==> config.mk <==
export PLATFORM = sky130hd
export DESIGN_NAME = uart_tx_cfg
export DESIGN_NICKNAME = d
export VERILOG_FILES = /design/src/rtl/uart_pkg.sv /design/src/rtl/uart_baud_cnt.sv /design/src/rtl/uart_tx_cfg.sv
export SDC_FILE = /design/constraint.sdc
export NUM_CORES = 1
export LEC_CHECK = 0
export CAP_MARGIN = 30
export CORE_MARGIN = 2
export CORE_UTILIZATION = 35
export CTS_CLUSTER_SIZE = 24
export DETAILED_ROUTE_END_ITERATION = 8
export PLACE_DENSITY = 0.64
export SLEW_MARGIN = 20
export SYNTH_ARGS = -nofsm -noshare
export SYNTH_HDL_FRONTEND = slang
export SYNTH_SLANG_ARGS = --single-unit
==> constraint.sdc <==
create_clock -name clk -period 2.7 [get_ports clk]
set_input_delay 0.54 -clock clk [delete_from_list [all_inputs] [get_ports clk]]
set_output_delay 0.54 -clock clk [all_outputs]
set_load 0.02 [all_outputs]
==> src/rtl/uart_pkg.sv <==
// rtl/uart_pkg.sv - shared constants, state encoding and baud helper for the UART blocks
package uart_pkg;

    // Parity modes
    localparam int PAR_NONE = 0;
    localparam int PAR_ODD  = 1;
    localparam int PAR_EVEN = 2;

    // Bit counter must reach the widest field, nine data bits
    localparam int BIT_CNT_W = $clog2(9 + 1);

    typedef enum logic [2:0] {
        S_IDLE  = 3'd0,
        S_START = 3'd1,
        S_DATA  = 3'd2,
        S_PAR   = 3'd3,
        S_STOP  = 3'd4
    } state_t;

    // Clock cycles per bit, truncated
    function automatic int calc_baud_div(input int clk_freq, input int baud);
        return clk_freq / baud;
    endfunction

endpackage

==> src/rtl/uart_baud_cnt.sv <==
// rtl/uart_baud_cnt.sv - bit-period counter shared by the UART transmitter and receiver
//
// Ports:
//   clk     - system clock
//   rst     - synchronous active-high reset, clears the count
//   restart - forces the count to 0 so the next bit period starts fresh
//   bit_end - high on the last cycle of each DIV-cycle bit period
module uart_baud_cnt
    import uart_pkg::*;
#(
    parameter int DIV = 16
) (
    input  logic clk,
    input  logic rst,
    input  logic restart,
    output logic bit_end
);

    localparam int W = (DIV > 1) ? $clog2(DIV) : 1;
    localparam logic [W-1:0] LAST = W'(DIV - 1);

    logic [W-1:0] cnt;

    always_ff @(posedge clk) begin
        if (rst || restart) begin
            cnt <= '0;
        end else if (cnt == LAST) begin
            cnt <= '0;
        end else begin
            cnt <= cnt + 1'b1;
        end
    end

    assign bit_end = (cnt == LAST);

endmodule

==> src/rtl/uart_tx_cfg.sv <==
// rtl/uart_tx_cfg.sv - configurable UART transmitter with internal baud divider and valid/ready input
//
// Ports:
//   clk     - system clock
//   rst     - synchronous active-high reset; abandons any frame in progress
//   valid   - upstream offers data; accepted on an edge where ready is high
//   data    - payload, sent LSB first
//   ready   - transmitter idle and able to accept
//   tx_done - one-cycle pulse once the last stop bit has completed
//   tx      - serial line, idle high, driven from a flop
module uart_tx_cfg
    import uart_pkg::*;
#(
    parameter int CLK_FREQ  = 50_000_000,
    parameter int BAUD      = 115200,
    parameter int DATA_BITS = 8,
    parameter int PARITY    = 0,
    parameter int STOP_BITS = 1
) (
    input  logic                 clk,
    input  logic                 rst,
    input  logic                 valid,
    input  logic [DATA_BITS-1:0] data,
    output logic                 ready,
    output logic                 tx_done,
    output logic                 tx
);

    localparam int BAUD_DIV = calc_baud_div(CLK_FREQ, BAUD);
    localparam logic [BIT_CNT_W-1:0] LAST_DATA = BIT_CNT_W'(DATA_BITS - 1);
    localparam logic [BIT_CNT_W-1:0] LAST_STOP = BIT_CNT_W'(STOP_BITS - 1);

    if (BAUD_DIV < 2) begin : g_bad_div
        $error("uart_tx_cfg: CLK_FREQ/BAUD must be at least 2");
    end
    if (DATA_BITS < 5 || DATA_BITS > 9) begin : g_bad_width
        $error("uart_tx_cfg: DATA_BITS must be 5..9");
    end
    if (STOP_BITS < 1 || STOP_BITS > 2) begin : g_bad_stop
        $error("uart_tx_cfg: STOP_BITS must be 1 or 2");
    end
    if (PARITY < PAR_NONE || PARITY > PAR_EVEN) begin : g_bad_par
        $error("uart_tx_cfg: PARITY must be 0, 1 or 2");
    end

    state_t                 state_q, state_d;
    logic [DATA_BITS-1:0]   shreg_q, shreg_d;
    logic [BIT_CNT_W-1:0]   bitcnt_q, bitcnt_d;
    logic                   par_q, par_d;
    logic                   tx_q, tx_d;
    logic                   ready_q, ready_d;
    logic                   done_q, done_d;
    logic                   bit_end;

    // Holding the counter cleared while idle makes every frame's bit
    // periods line up with its accept edge.
    uart_baud_cnt #(
        .DIV(BAUD_DIV)
    ) u_baud (
        .clk    (clk),
        .rst    (rst),
        .restart(state_q == S_IDLE),
        .bit_end(bit_end)
    );

    always_ff @(posedge clk) begin
        if (rst) begin
            state_q  <= S_IDLE;
            shreg_q  <= '0;
            bitcnt_q <= '0;
            par_q    <= 1'b0;
            tx_q     <= 1'b1;
            ready_q  <= 1'b1;
            done_q   <= 1'b0;
        end else begin
            state_q  <= state_d;
            shreg_q  <= shreg_d;
            bitcnt_q <= bitcnt_d;
            par_q    <= par_d;
            tx_q     <= tx_d;
            ready_q  <= ready_d;
            done_q   <= done_d;
        end
    end

    // tx_d is the value the line takes after this edge, so each bit is
    // presented on the same edge that ends the previous one.
    always_comb begin
        state_d  = state_q;
        shreg_d  = shreg_q;
        bitcnt_d = bitcnt_q;
        par_d    = par_q;
        tx_d     = tx_q;
        ready_d  = ready_q;
        done_d   = 1'b0;
        case (state_q)
            S_IDLE: begin
                if (valid) begin
                    state_d  = S_START;
                    shreg_d  = data;
                    par_d    = (PARITY == PAR_ODD) ? ~^data : ^data;
                    bitcnt_d = '0;
                    tx_d     = 1'b0;
                    ready_d  = 1'b0;
                end
            end
            S_START: begin
                if (bit_end) begin
                    state_d = S_DATA;
                    tx_d    = shreg_q[0];
                end
            end
            S_DATA: begin
                if (bit_end) begin
                    if (bitcnt_q == LAST_DATA) begin
                        bitcnt_d = '0;
                        if (PARITY != PAR_NONE) begin
                            state_d = S_PAR;
                            tx_d    = par_q;
                        end else begin
                            state_d = S_STOP;
                            tx_d    = 1'b1;
                        end
                    end else begin
                        bitcnt_d = bitcnt_q + 1'b1;
                        shreg_d  = shreg_q >> 1;
                        tx_d     = shreg_q[1];
                    end
                end
            end
            S_PAR: begin
                if (bit_end) begin
                    state_d  = S_STOP;
                    bitcnt_d = '0;
                    tx_d     = 1'b1;
                end
            end
            S_STOP: begin
                if (bit_end) begin
                    if (bitcnt_q == LAST_STOP) begin
                        state_d = S_IDLE;
                        ready_d = 1'b1;
                        done_d  = 1'b1;
                    end else begin
                        bitcnt_d = bitcnt_q + 1'b1;
                    end
                end
            end
            default: begin
                state_d = S_IDLE;
                tx_d    = 1'b1;
                ready_d = 1'b1;
            end
        endcase
    end

    assign tx      = tx_q;
    assign ready   = ready_q;
    assign tx_done = done_q;

endmodule

-- After elaboration in Yosys (flattened, before gate mapping)
Index checks and enable logic that the tools add are counted.
- output and inout bits: 3
- word-level logic and storage cells: 69
- input port bits: 11
- bits in registers: 27
- bitwise gates (word level): 3
- reduce and logical (&&, ||, !) cells: 13
- muxes and demuxes: 29
- $add $sub $neg: 2
- eq/ne operators: 15
- operators with widths (cell ; number):
    two-way mux 4 bit ; 6
    two-way mux 8 bit ; 3
    two-way mux 3 bit ; 7
    != test 2 bit, second input constant ; 9
    one-hot mux 4 bit (4 select lines) ; 1
    one-hot mux 8 bit (2 select lines) ; 1
    one-hot mux 3 bit (5 select lines) ; 1
    adder 9 x 1 -> 9 bit, second input constant ; 1
    equality test 9 bit, second input constant ; 1
    two-way mux 1 bit ; 8
    AND reduction 4 bit ; 2
    AND reduction 7 bit ; 1
    equality test 3 x 2 -> 1 bit, second input constant ; 2
    AND reduction 6 bit ; 1
    OR reduction 3 bit ; 2
    one-hot mux 1 bit (5 select lines) ; 1
    AND reduction 5 bit ; 1
    adder 4 x 1 -> 4 bit, second input constant ; 1
    equality test 4 x 3 -> 1 bit, second input constant ; 1
    logical NOT 4 bit ; 1
    nonzero test 4 bit ; 1
    equality test 3 x 1 -> 1 bit, second input constant ; 1
    equality test 3 bit, second input constant ; 1
    logical NOT 3 bit ; 1
    5 further kinds ; 7

-- Longest topological paths before layout
Gate-level depths: netlist of the first run.
- word-level depth: 4
- depth in mapped cells: 9
- depth with buffers taken out: 7

-- Cells and area by module
Synthesis of the first run repeated with hierarchy kept, for this count alone.
- cell total of the unflattened synthesis: 160
- area total of the unflattened synthesis: 1437.6 um2
- modules (own cells, without submodules) (module ; cells each ; area each (um2) ; times used ; sequential area each (um2)):
    uart_tx_cfg ; 114 ; 1023.5 ; 1 ; 360.3
    uart_baud_cnt ; 46 ; 414.1 ; 1 ; 180.2

-- Worst setup path before layout of the first run
Ideal clock, no wire load.
- path type: register to register
- from: register bitcnt_q[0]
- to: register bitcnt_q[1]
- buffers on the path: 0
- stages on the path, launching flop included: 8
- path slack: 933 ps
- required time: 2583 ps
- library setup time: 117 ps
- arrival: 1650 ps
- clock period less this slack: 1767 ps
- cell sequence: dfxtp_1 -> inv_1 -> ha_1 -> or3b_2 -> a31o_1 -> a21oi_4 -> nor2_1 -> a32o_1
- longest elaborated chain between the ends: 4
- elaborated cells between the ends (all ways): 10
- classes of those cells: add/sub (1); eq/ne (2); mux (5); reduce/logical (2)
- ends and longest elaborated chain (item ; line ; source):
    start: declaration ; uart_tx_cfg.sv:48 ; logic [BIT_CNT_W-1:0] bitcnt_q, bitcnt_d;
    start signal: assignment ; uart_tx_cfg.sv:78 ; bitcnt_q <= bitcnt_d;
    adder 4 x 1 -> 4 bit / equality test 4 x 3 -> 1 bit (equally long branches) ; uart_tx_cfg.sv:125, uart_tx_cfg.sv:145, uart_tx_cfg.sv:115 ;
    two-way mux 4 bit (on tied branches) ; uart_tx_cfg.sv:140, uart_tx_cfg.sv:115 ;
    two-way mux 4 bit (on tied branches) ; uart_tx_cfg.sv:139, uart_tx_cfg.sv:114 ;
    one-hot mux 4 bit (4 select lines) ; uart_tx_cfg.sv:96 ; case (state_q)
Parallel ways exist; a longest one is shown, timed or not. The select of a mux whose other input is x is not followed.
A chain may end at the register's enable or synchronous reset.

-- Final worst setup path of the first run
- from: register u_baud.cnt[0]
- to: register bitcnt_q[2]
- longest elaborated chain between the ends: 3
- elaborated cells between the ends (all ways): 5
- classes of those cells: eq/ne (4); reduce/logical (1)
- ends and longest elaborated chain (item ; line ; source):
    start: declaration ; uart_baud_cnt.sv:22 ; logic [W-1:0] cnt;
    start signal: assignment ; uart_baud_cnt.sv:30 ; cnt <= cnt + 1'b1;
    equality test 9 bit * ; uart_baud_cnt.sv:34 ; assign bit_end = (cnt == LAST);
    != test 2 bit (no line) ; n/a ;
    AND reduction 6 bit (no line) * ; n/a ;
Every way passes the cells marked *; elsewhere a longest branch is shown, timed or not.

==> results of run 1 <==
cell usage in the layout (no fill, tap or decap), types with 2 or more instances in the layout:
master / synthesis / routed
sky130_fd_sc_hd__a21oi_1: 8 / 8
sky130_fd_sc_hd__and3_1: 2 / 2
sky130_fd_sc_hd__ha_1: 4 / 4
sky130_fd_sc_hd__clkbuf_8: 0 / 3
sky130_fd_sc_hd__o31ai_1: 2 / 2
sky130_fd_sc_hd__nor2_1: 21 / 21
sky130_fd_sc_hd__o21ai_0: 5 / 5
sky130_fd_sc_hd__dfxtp_1: 27 / 27
sky130_fd_sc_hd__inv_1: 9 / 9
sky130_fd_sc_hd__mux2i_1: 8 / 8
sky130_fd_sc_hd__a31o_2: 2 / 2
sky130_fd_sc_hd__a211oi_1: 8 / 8
sky130_fd_sc_hd__buf_4: 1 / 2
sky130_fd_sc_hd__xnor2_1: 3 / 3
sky130_fd_sc_hd__and3_2: 2 / 2
sky130_fd_sc_hd__xor2_1: 3 / 3
sky130_fd_sc_hd__nor2b_1: 3 / 3
sky130_fd_sc_hd__or3_1: 3 / 3
sky130_fd_sc_hd__nand3_1: 7 / 7
sky130_fd_sc_hd__clkdlybuf4s50_1: 0 / 13
sky130_fd_sc_hd__nand2_1: 5 / 5
sky130_fd_sc_hd__nor3_1: 4 / 4
cell families (layout without fill, tap and decap cells):
logic type / Yosys count / in the layout
AOI/OAI and AO/OA: 33 / 33
xor gates and xnor gates: 6 / 6
and+or+nand+nor: 59 / 59
muxes: 8 / 8
adders and majority gates: 4 / 4
DFF: 27 / 27
buffers and inverters: 16 / 28
per-stage QoR:
step,cells,power [mW],util (%),setup WS [ns]
3_3_place_gp,209,0.6186,41.42,0.5742
2_1_floorplan,153,0.5745,-,0.9325
4_1_cts,213,0.8489,42.67,0.7193
6_report,213,0.8425,42.67,0.7154
5_1_grt,213,0.8829,42.67,0.5612
3_5_place_dp,209,0.6241,41.42,0.5220
where the power goes:
group          leakage (nW)  switching, mW  total [mW]  internal, mW
Combinational         0.328         0.0870       0.162        0.0752
Sequential            0.220         0.0279       0.453         0.425
Clock                0.0255          0.124       0.227         0.103
Total                 0.574          0.239       0.842         0.603
layer usage:
layer,vias up,share of wire [%],wire length (microns)
met5,-,0,0
met1,508,49,1275
met2,23,46,1190
li1,565,-,-
met3,8,2.5,65
met4,0,2.2,57
flip-flops by register name, indices dropped and copies added (netlist names):
| name | count |
|---|---|
| state_q | 3 |
| bitcnt_q | 4 |
| ready | 1 |
| tx_done | 1 |
| tx | 1 |
| u_baud.cnt | 9 |
| shreg_q | 8 |
worst min-delay path by stage:
stage,startpoint,to,slack [ns],cells past startpoint
after floorplan,u_baud.cnt[0],u_baud.cnt[0],0.45,1
after global placement,u_baud.cnt[0],u_baud.cnt[0],0.46,1
after detailed placement,ready,ready,0.49,1
after CTS,ready,ready,0.51,1
after global routing,ready,ready,0.52,1
final,u_baud.cnt[0],u_baud.cnt[0],0.50,1
layout make-up:
type / instances / area, sq um / share of cell area [%]
Clock buffer: 3 / 41.29 / 2.623
Clock inverter: 1 / 5.005 / 0.3180
Inverter: 9 / 33.78 / 2.146
Multi-Input combinational cell: 110 / 748.2 / 47.54
Sequential cell: 27 / 540.5 / 34.34
Tap cell: 48 / 60.06 / 3.816
Timing Repair Buffer: 15 / 145.1 / 9.221
critical path, cell delays in order, from the launching register on:
cell and delay, ns:
sky130_fd_sc_hd__dfxtp_1 0.40, sky130_fd_sc_hd__ha_1 0.17, sky130_fd_sc_hd__and4bb_1 0.20, sky130_fd_sc_hd__and4_1 0.39, sky130_fd_sc_hd__a21oi_4 0.12, sky130_fd_sc_hd__or4_1 0.51, sky130_fd_sc_hd__a21oi_1 0.12
==> results list, run 1 <==
* Path category of the worst min-delay check: reg2reg
- Once the floorplan was initialized, standard cells occupied 36.94% of the core.
- Of the total synthesized cell area, the portion taken by full adders, half adders and majority gates is 3.673%.
- Summed over all layers, the global routing overflow is 0.
- Vias after detailed routing: 1104
- The first routing iteration left 39 violations.
* DP Area: 0.001528 sq mm
- Layout area overhead: 15.52%
- Count of endpoints failing setup in the final report: 0
* First drt pass iteration count: 4
* Vias in the first global route: 1029
- By area, the combinational part of the netlist is dominated by simple AND/OR/NAND/NOR gates.
- The first global-routing pass estimated 4519 microns of wire.
- Via density: 5.183
* R2R Path End: bitcnt_q[2]
- Mux contribution to synthesized area: 5.877%
* Compound-cell area share of the yosys netlist: 17.63%
- # fillers: 372
- Of the total synthesized cell area, the portion taken by AND, OR, NAND and NOR gates is 23.88%.
- Maximum number of pins on one net before global-route repair: 16
* Worst-skew pair later-pin latency: 0.27 ns
* Register-to-register setup slack: 0.72 ns
* Flop and latch count out of synthesis: 27
- Data required, critical path: 2.90 ns
* Max-cap viol count: 0
* Number of placed I/O pins: 14
- The critical path starts at u_baud.cnt[0].
- Normalized max-slew margin: 69.86%
* Hpwl dp: 1944 microns
- Dividing the detail-routed wire length by the instance count gives 12.15 microns.
* Layer with the highest usage after global routing: met2
- Based on the critical path, the design can be clocked at up to 503.9 MHz.
- Hold repair after CTS inserted 0 buffers.
- Design area: 0.001574 sq mm
- Final period demand of the worst path: 1.985 ns
- After clock tree synthesis, the clock-pin slew on the worst setup and hold paths is 0.09 ns.
- The die covers 0.004408 sq mm.
- The worst path uses 73.50% of the clock period.
* Static power due to leakage: 0.5738 nW
* Antenna Cells: 0
- For this run, design rule violations remaining after detail routing come to 0.
- Capture point of the worst path: bitcnt_q[2]
- Max-slew violation total from the final report: 0
- Reg2Reg Launch Point: u_baud.cnt[0]
- The tree is rooted in a sky130_fd_sc_hd__clkbuf_8.
- TritonCTS buffer count: 3
- Summed over its instances, the top area cell type makes up 39.67% of the synthesized netlist area.
* Area of the mapped netlist: 0.001363 sq mm
* Final GP Congestion: 0.7409
* Worst Skew: 0.004649 ns
* Status: complete, no violations
- Count of cells resized by post-cts repair: 0
- Horizontal die dimension: 66.40 microns
- The count of buffers added on input and output ports is 13.
- Final net count: 181
- Yosys printed 0 warnings.
* Sequential area share after synthesis: 39.67%
- For this run, global-route usage on met1 was measured as 17.49%.
- The count of nets left with antenna violations once routing finished came out at 0.
* Post-Synthesis Mean Instance Area: 8.906 sq um
- Fraction of synthesis flops using an asynchronous set or reset pin: 0%
- Power per standard cell area: 535.3 mW/mm^2
- Critical path startpoint category: register
* Global routing met2 resource utilization: 20.75%
* Fraction of final layout cells sized beyond drive strength 1: 9.697%
- Number of different library cells in the post-synthesis netlist: 43
* Type of the setup path with the least slack: reg2reg
- Combined global-route utilization of all metal layers: 12.87%
- Data arrives at the worst endpoint at 2.19 ns.
- In this run, synthesis inferred 0 flip-flops with an integrated enable.
- The initial antenna violation count is 0.
* Maximum net fanout on the critical path: 8
- The synthesized netlist devotes 3.857% of its cell area to XOR and XNOR gates.
- VDD sags by at most 0.0001678 V.
- Clock tree from TritonCTS: built
- In the global route stage, met3 resource usage came out at 1.704%.
- The die is 66.40 microns tall.
* Floorplan core area: 0.003689 sq mm
* Number of sinks on the clock net: 27
- Dominant cell by count in the synthesized netlist: sky130_fd_sc_hd__dfxtp_1
- Final Hold Vio Count: 0
- Synth cell count leaders: sky130_fd_sc_hd__dfxtp_1, sky130_fd_sc_hd__nor2_1, sky130_fd_sc_hd__inv_1
- Endpoint kind of the worst setup timing path: register
- Maximum clock path buffer count: 2
* Accumulated negative setup slack: 0 ns
- Most area-consuming cells after synthesis: sky130_fd_sc_hd__dfxtp_1, sky130_fd_sc_hd__mux2i_1, sky130_fd_sc_hd__nor2_1
* Largest area contributor in the synthesized netlist: sky130_fd_sc_hd__dfxtp_1
* Worst reg-to-reg path cell count: 6
* Setup Fix Bufs, Post-CTS: 0
- Top_reg_cell synth: sky130_fd_sc_hd__dfxtp_1
- After detailed routing, the total wire length is 2589 microns.
- WHS: 0.4970 ns
- For the pin with the worst max-slew slack, the measured transition is 0.4474 ns.
- Counting every instance in the synthesized netlist gives 153.
- CTS built an H-tree with a depth of 1.
- Site Rows: 22
- Setup repair after global routing left no endpoint under its margin.
- Net count after synthesis: 168
Power figures use the tool's default switching activity.
==> inputs of run 2 (changes only) <==
- PLACE_DENSITY: 0.64 -> 0.66
- clock period: 2.7 -> 1.7 ns (I/O delays scaled with it)
==> run 2 against run 1 <==
  * The flow now finishes with violations (setup timing)
  * Non-clock buffer count up 29
  * Power up 75%
  * Largest power group unchanged
  * Routed wire length up 27%
  * Global-route usage up 1.4 points
  * Via count up 13%
  * Die area unchanged
  * Clock power up 66%
==> results list, run 2 (synthesis results as in run 1) <==
- Status: finished with violations
* Violated checks: setup timing
* Met3 Usage GRT: 2.555%
- The first routing iteration left 50 violations.
- Leading cell types in the layout, fill and taps excluded: sky130_fd_sc_hd__buf_4, sky130_fd_sc_hd__dfxtp_1, sky130_fd_sc_hd__nor2_1
* Count of endpoints failing setup in the final report: 4
- Largest regs: u_baud.cnt: 9 flops, shreg_q: 8 flops, bitcnt_q: 4 flops
- Power per standard cell area: 763.9 mW/mm^2
- The register with the most flip-flops in the layout has 9 of them.
- The worst-case IR drop observed on VDD is 0.0003841 V.
- Final period demand of the worst path: 1.733 ns
- In this run the critical register-to-register path is captured at bitcnt_q[1].
* Hpwl dp: 2196 microns
* Worst Hold End: ready
* Worst-case setup margin in the final layout: -0.03340 ns
- Hold Buf Count CTS: 0
* Worst setup slack before clock tree synthesis: -0.1942 ns
- Floorplan core area: 0.003689 sq mm
* Starting density of the core: 36.94%
* Layout area overhead: 41.41%
- Clock-pin slew on the worst setup and hold paths: 0.10 ns
- Summing over every cut layer, the via total after detailed routing is 1252.
- STA puts the critical path data required time at 1.88 ns.
- Layer with the highest usage after global routing: met2
- Endpoint arrival time on the critical path: 1.91 ns
- Counting every sink on the clock net gives 27.
- CTS H-Tree Depth: 1
* WHS: 0.4990 ns
- The first detailed-routing pass ran for 4 iterations.
- The startpoint identified for the worst hold timing path is ready.
* Register with the most flip-flops: u_baud.cnt
* Horizontal die dimension: 66.40 microns
- IO Port Bufs: 13
* Total grt overflow: 0
- Number of placed I/O pins: 14
* Vertical die dimension: 66.40 microns
- Of all nets on the critical path, the largest fanout is 5.
- Endpoint kind of the worst setup timing path: register
- Most common cell after layout, fill and taps aside: sky130_fd_sc_hd__buf_4
- The placed instances occupy a cell area of 0.001719 sq mm.
- The floorplan has 22 rows.
- RSZ-0062 raised after global routing: yes
* Path category of the worst min-delay check: reg2reg
- In this run the critical register-to-register path is launched from bitcnt_q[0].
- The die covers 0.004408 sq mm.
* Root cell of the clock tree: sky130_fd_sc_hd__clkbuf_8
* Via density: 5.152
- The layout has 357 filler cells.
- STA classifies the critical path startpoint as a register.
- Max-cap viol count: 0
* Number of remaining DRC errors: 0
- Worst-skew pair later-pin latency: 0.28 ns
* Max-slew violation total from the final report: 0
- Min-Delay Path Depth: 1
- The repair_antennas step left the layout with diodes totalling 0.
* Final period util: 102.0%
- Global routing consumed, on the met2 layer, 24.25% of the routing resources.
- The worst setup path is of the reg2reg kind.
- Final Hold Vio Count: 0
- Register-to-register setup slack: -0.03 ns
* Clock tree from TritonCTS: built
* Routed len/inst: 13.49 microns
- For the final routed database, the setup TNS stands at -0.1004 ns.
- Clock tree synthesis inserted a total of 3 buffers.
- The finished cells cover 0.001927 sq mm.
* Maximum clock path buffer count: 2
* Maximum number of pins on one net before global-route repair: 16
- Worst reg-to-reg path cell count: 8
* Final GP Congestion: 0.8644
- The analysis attributes to cell leakage a power of 0.7461 nW.
* Combined global-route utilization of all metal layers: 14.31%
* Final wirelength: 3279 microns
* Final net count: 211
- The via count of the first global-routing pass is 1135.
* Global Route met1 Usage: 18.22%
- Worst Skew: 0.004197 ns
* Fraction of final layout cells sized beyond drive strength 1: 31.79%
- Normalized max-slew margin: 70.57%
* F_max: 576.9 MHz
* Count of antenna-violating nets left after detailed routing: 0
- Slew @ Worst Pin: 0.4381 ns
- The initial antenna violation count is 0.
- First-pass GRT wire length: 4947 microns
## run 2: changes by cell type in the layout (fill, tap and decap cells not counted), moves of 2 or more
| cell | previous run | this run |
|---|---|---|
| sky130_fd_sc_hd__or3_1 | 3 | 1 |
| sky130_fd_sc_hd__dfxtp_1 | 27 | 24 |
| sky130_fd_sc_hd__buf_6 | 0 | 3 |
| sky130_fd_sc_hd__or3_4 | 0 | 2 |
| sky130_fd_sc_hd__buf_4 | 2 | 28 |
| sky130_fd_sc_hd__inv_2 | 0 | 2 |
| sky130_fd_sc_hd__dfxtp_2 | 0 | 3 |
| sky130_fd_sc_hd__ha_4 | 0 | 2 |
| sky130_fd_sc_hd__a31o_4 | 0 | 2 |
| sky130_fd_sc_hd__ha_1 | 4 | 2 |
| sky130_fd_sc_hd__inv_1 | 9 | 7 |
## run 2: cell type report
cell class / count / area [sq um] / area share [%]
clock buffer: 4 / 45.04 / 2.338
inverter: 9 / 33.78 / 1.753
multi-input combinational: 111 / 869.6 / 45.13
sequential: 27 / 544.3 / 28.25
tap: 48 / 60.06 / 3.117
timing repair buffer: 44 / 374.1 / 19.42
## run 2: how the worst max path moves through the flow
stage,from,endpoint,cells past startpoint
after global placement,valid,bitcnt_q[2],6
after global routing,bitcnt_q[0],bitcnt_q[1],8
after CTS,bitcnt_q[0],bitcnt_q[1],8
final,bitcnt_q[0],bitcnt_q[1],8
after detailed placement,valid,bitcnt_q[2],6
after floorplan,bitcnt_q[0],bitcnt_q[1],7
## run 2: worst max-delay path, cell delays in order (launching register included)
cell,delay (ns)
sky130_fd_sc_hd__dfxtp_2,0.33
sky130_fd_sc_hd__inv_1,0.05
sky130_fd_sc_hd__ha_1,0.13
sky130_fd_sc_hd__or3b_4,0.39
sky130_fd_sc_hd__a31o_1,0.21
sky130_fd_sc_hd__a21oi_4,0.14
sky130_fd_sc_hd__buf_6,0.13
sky130_fd_sc_hd__nor2_1,0.04
sky130_fd_sc_hd__a32o_1,0.20
## run 2: metal layers
layer,share of wire [%],wire length (microns),up-vias
met5,0,0,-
met4,1.2,38,0
met3,3.0,97,5
met2,49,1597,24
met1,47,1546,593
li1,-,-,630
## run 2: per-stage QoR
| step | power, mW | util [%] | cells |
|---|---|---|---|
| after floorplan | 0.9146 | - | 153 |
| after global placement | 1.038 | 46.61 | 234 |
| after detailed placement | 1.050 | 46.61 | 234 |
| after CTS | 1.444 | 49.93 | 240 |
| after global routing | 1.543 | 52.24 | 243 |
| final | 1.472 | 52.24 | 243 |
## run 2: report_power, final
part           internal, mW  switching [mW]  leakage [nW]
clock                 0.168           0.209        0.0228
sequential            0.676          0.0319         0.222
combinational         0.196           0.191         0.502
total                  1.04           0.432         0.746
## run 2: timing repair
action	4_1_cts	5_1_grt
buffers inserted	2	2
gates cloned	0	1
endpoints found under the setup margin	23	15
gates resized for setup	14	12
pin swaps	6	4
==> inputs of run 3 (changes only) <==
- GPL_TIMING_DRIVEN: not set -> 0
==> run 3 against run 2 <==
  * The run still ends with setup timing left
  * Clock skew up 0.0012 ns
  * Largest cell class unchanged
  * Power up 3.1%
  * Final cell count down 7.0%
  * Critical path depth down 1
==> results list, run 3 (synthesis results as in run 1) <==
- The tool flagged a number of max-cap violations equal to 0.
- The clock network is responsible for 26.1% of the overall power.
- Vias after detailed routing: 1185
- For the pin with the worst max-slew slack, the measured transition is 0.6425 ns.
* Most common cell after layout, fill and taps aside: sky130_fd_sc_hd__dfxtp_1
- Count of endpoints failing setup in the final report: 3
- For this run, the total global-route usage over all layers was measured as 13.77%.
- The clock arrives with 0.005434 ns of skew.
- Number of remaining DRC errors: 0
- Global routing met2 resource utilization: 24.88%
- Fraction of final layout cells sized beyond drive strength 1: 36.52%
* DP Area: 0.001558 sq mm
- After layout, the minimum clock period comes to 1.764 ns.
* Critical path startpoint category: register
* Final GP Congestion: 0.8005
- Port buffering added 13 buffers.
- Summed over all cells, the static leakage comes to 0.6831 nW.
* Full die area: 0.004408 sq mm
* Capture point of the worst path: bitcnt_q[1]
* Hpwl dp: 1930 microns
- Register-to-register setup slack: -0.06 ns
- # fillers: 375
- Clock-pin slew on the worst setup and hold paths: 0.10 ns
* Site Rows: 22
- After detailed routing, the number of vias per cell comes to 5.243.
- Final Hold Vio Count: 0
- Power per standard cell area: 812.8 mW/mm^2
- For the worst flop-to-flop path, the logic depth is 7.
- After routing the design area is 0.001867 sq mm.
- Global routing consumed, on the met3 layer, 3.918% of the routing resources.
- Crit path launch: bitcnt_q[1]
- The first global-routing pass estimated 4795 microns of wire.
* Root cell of the clock tree: sky130_fd_sc_hd__clkbuf_8
* First drt pass iteration count: 4
- RSZ-0062 raised after global routing: yes
- Along the worst path, the maximum fanout reaches 6.
- Across all setup checks in the final design, the least slack found is -0.06415 ns.
- Layer with the highest usage after global routing: met2
- By startpoint and endpoint, the worst setup path is classified as reg2reg.
* F_max: 566.8 MHz
* Antenna violations before repair: 0
- For this block, the initial DRC count from the detailed router was 41.
* Max reg flops: 9
- Across the VDD grid, the largest voltage drop is 0.0006800 V.
- After the last flow step, the layout net total stands at 194.
* Antenna Cells: 0
- In this run the critical register-to-register path is launched from bitcnt_q[1].
- Fraction of power spent switching nets: 31.29%
- The flow ran to the end, but the final reports show violations.
- R2R Path End: bitcnt_q[1]
- TritonCTS built the clock tree.
- TritonCTS buffer count: 3
* Layout area overhead: 37.01%
- CTS H-Tree Depth: 1
- Min-Delay Path Depth: 1
- Normalized max-slew margin: 57.17%
- Maximum clock path buffer count: 2
- Relative contribution of combinational cells to total power: 26.7%
- Startpoint of the tightest hold check path: ready
* Global Route met1 Usage: 16.55%
- For the worst setup path, the data required time is 1.88 ns.
- The path class of the tightest hold or removal check is reg2reg.
- More flip-flops sit in one register than any other, and that register is u_baud.cnt.
- In the layout the commonest cells are sky130_fd_sc_hd__dfxtp_1, sky130_fd_sc_hd__nor2_1, sky130_fd_sc_hd__clkdlybuf4s50_1.
- After global routing the overflow that remains totals 0.
* Horizontal die dimension: 66.40 microns
- Max-slew violation total from the final report: 0
- In the final layout, the registers with the most flip-flops are u_baud.cnt: 9 flops, shreg_q: 8 flops, bitcnt_q: 4 flops.
- Sequential cells account for 47.2% of the total power.
- Starting density of the core: 36.94%
- Final wirelength: 3105 microns
- At the worst endpoint, the arrival time is 1.94 ns.
* WHS: 0.5027 ns
- Number of placed I/O pins: 14
* Final period util: 103.8%
- For the worst-skew pair, the clock arrives at the later sink with an insertion delay of 0.28 ns.
- In this run the remaining antenna-violating nets after routing total 0.
- Cell internal power dissipation: 1.043 mW
- Floorplan core area: 0.003689 sq mm
- Vias in the first global route: 1112
- The tree built by TritonCTS fans out to 27 sinks.
- The final reports fail on setup timing.
* Maximum number of pins on one net before global-route repair: 18
- Endpoint kind of the worst setup timing path: register
* Vertical die dimension: 66.40 microns
* Switching power: 474.8 uW
- Routed len/inst: 13.74 microns
## run 3: cell types whose count changed in the layout (fill, tap and decap cells not counted), moves of 7 or more
cell / delta
sky130_fd_sc_hd__nor2_1: -8
sky130_fd_sc_hd__nor2_4: +7
sky130_fd_sc_hd__a211oi_2: +7
sky130_fd_sc_hd__buf_4: -20
sky130_fd_sc_hd__a211oi_1: -7
## run 3: layout make-up
class	instances	area [sq um]	area share, %
Buffer	6	43.79	2.346
Clock buffer	3	41.29	2.212
Clock inverter	1	8.758	0.4692
Inverter	9	33.78	1.810
Multi-Input combinational cell	110	928.4	49.73
Sequential cell	27	545.5	29.22
Tap cell	48	60.06	3.217
Timing Repair Buffer	22	205.2	10.99
## run 3: through the flow
step | worst slack (ns) | TNS [ns] | power, mW | instances | utilization (%)
2_1_floorplan | -0.01566 | -0.01566 | 0.9146 | 153 | -
3_3_place_gp | -0.2897 | -2.352 | 0.9901 | 214 | 42.23
3_5_place_dp | -0.3163 | -2.895 | 1.000 | 214 | 42.23
4_1_cts | -0.04004 | -0.08803 | 1.422 | 221 | 45.59
5_1_grt | -0.1519 | -0.6704 | 1.592 | 226 | 50.61
6_report | -0.06415 | -0.1219 | 1.517 | 226 | 50.61
## run 3: how the worst min path moves through the flow
stage                          endpoint
final                             ready
after global routing              ready
after CTS                         ready
after detailed placement  u_baud.cnt[0]
after global placement    u_baud.cnt[0]
after floorplan           u_baud.cnt[0]
## run 3: critical path, cell delays in order, from the launching register on
cell	delay [ns]
sky130_fd_sc_hd__dfxtp_2	0.33
sky130_fd_sc_hd__inv_2	0.06
sky130_fd_sc_hd__ha_4	0.12
sky130_fd_sc_hd__or3b_4	0.38
sky130_fd_sc_hd__a31o_1	0.26
sky130_fd_sc_hd__a21oi_4	0.26
sky130_fd_sc_hd__nor2_2	0.04
sky130_fd_sc_hd__a32o_1	0.21
## run 3: what timing repair did
item | 4_1_cts | 5_1_grt
gates cloned | 0 | 1
pin swaps | 3 | 16
setup buffers | 4 | 4
resized for setup | 12 | 44
setup endpoints to repair | 23 | 15
hold buffers | 0 | 0
## run 3: metal layers
layer	part of all wire [%]	wire, microns
met5	0	0
met4	0	0
met3	3.5	110
met2	53	1633
met1	44	1362
## run 3: power by group through the flow
stage                     clock (mW)  combinational (mW)  sequential, mW
final                          0.396               0.405           0.716
after global routing           0.431               0.441           0.720
after CTS                      0.404               0.314           0.704
after detailed placement           0               0.279           0.721
after global placement             0               0.271           0.719
after floorplan                    0               0.191           0.723
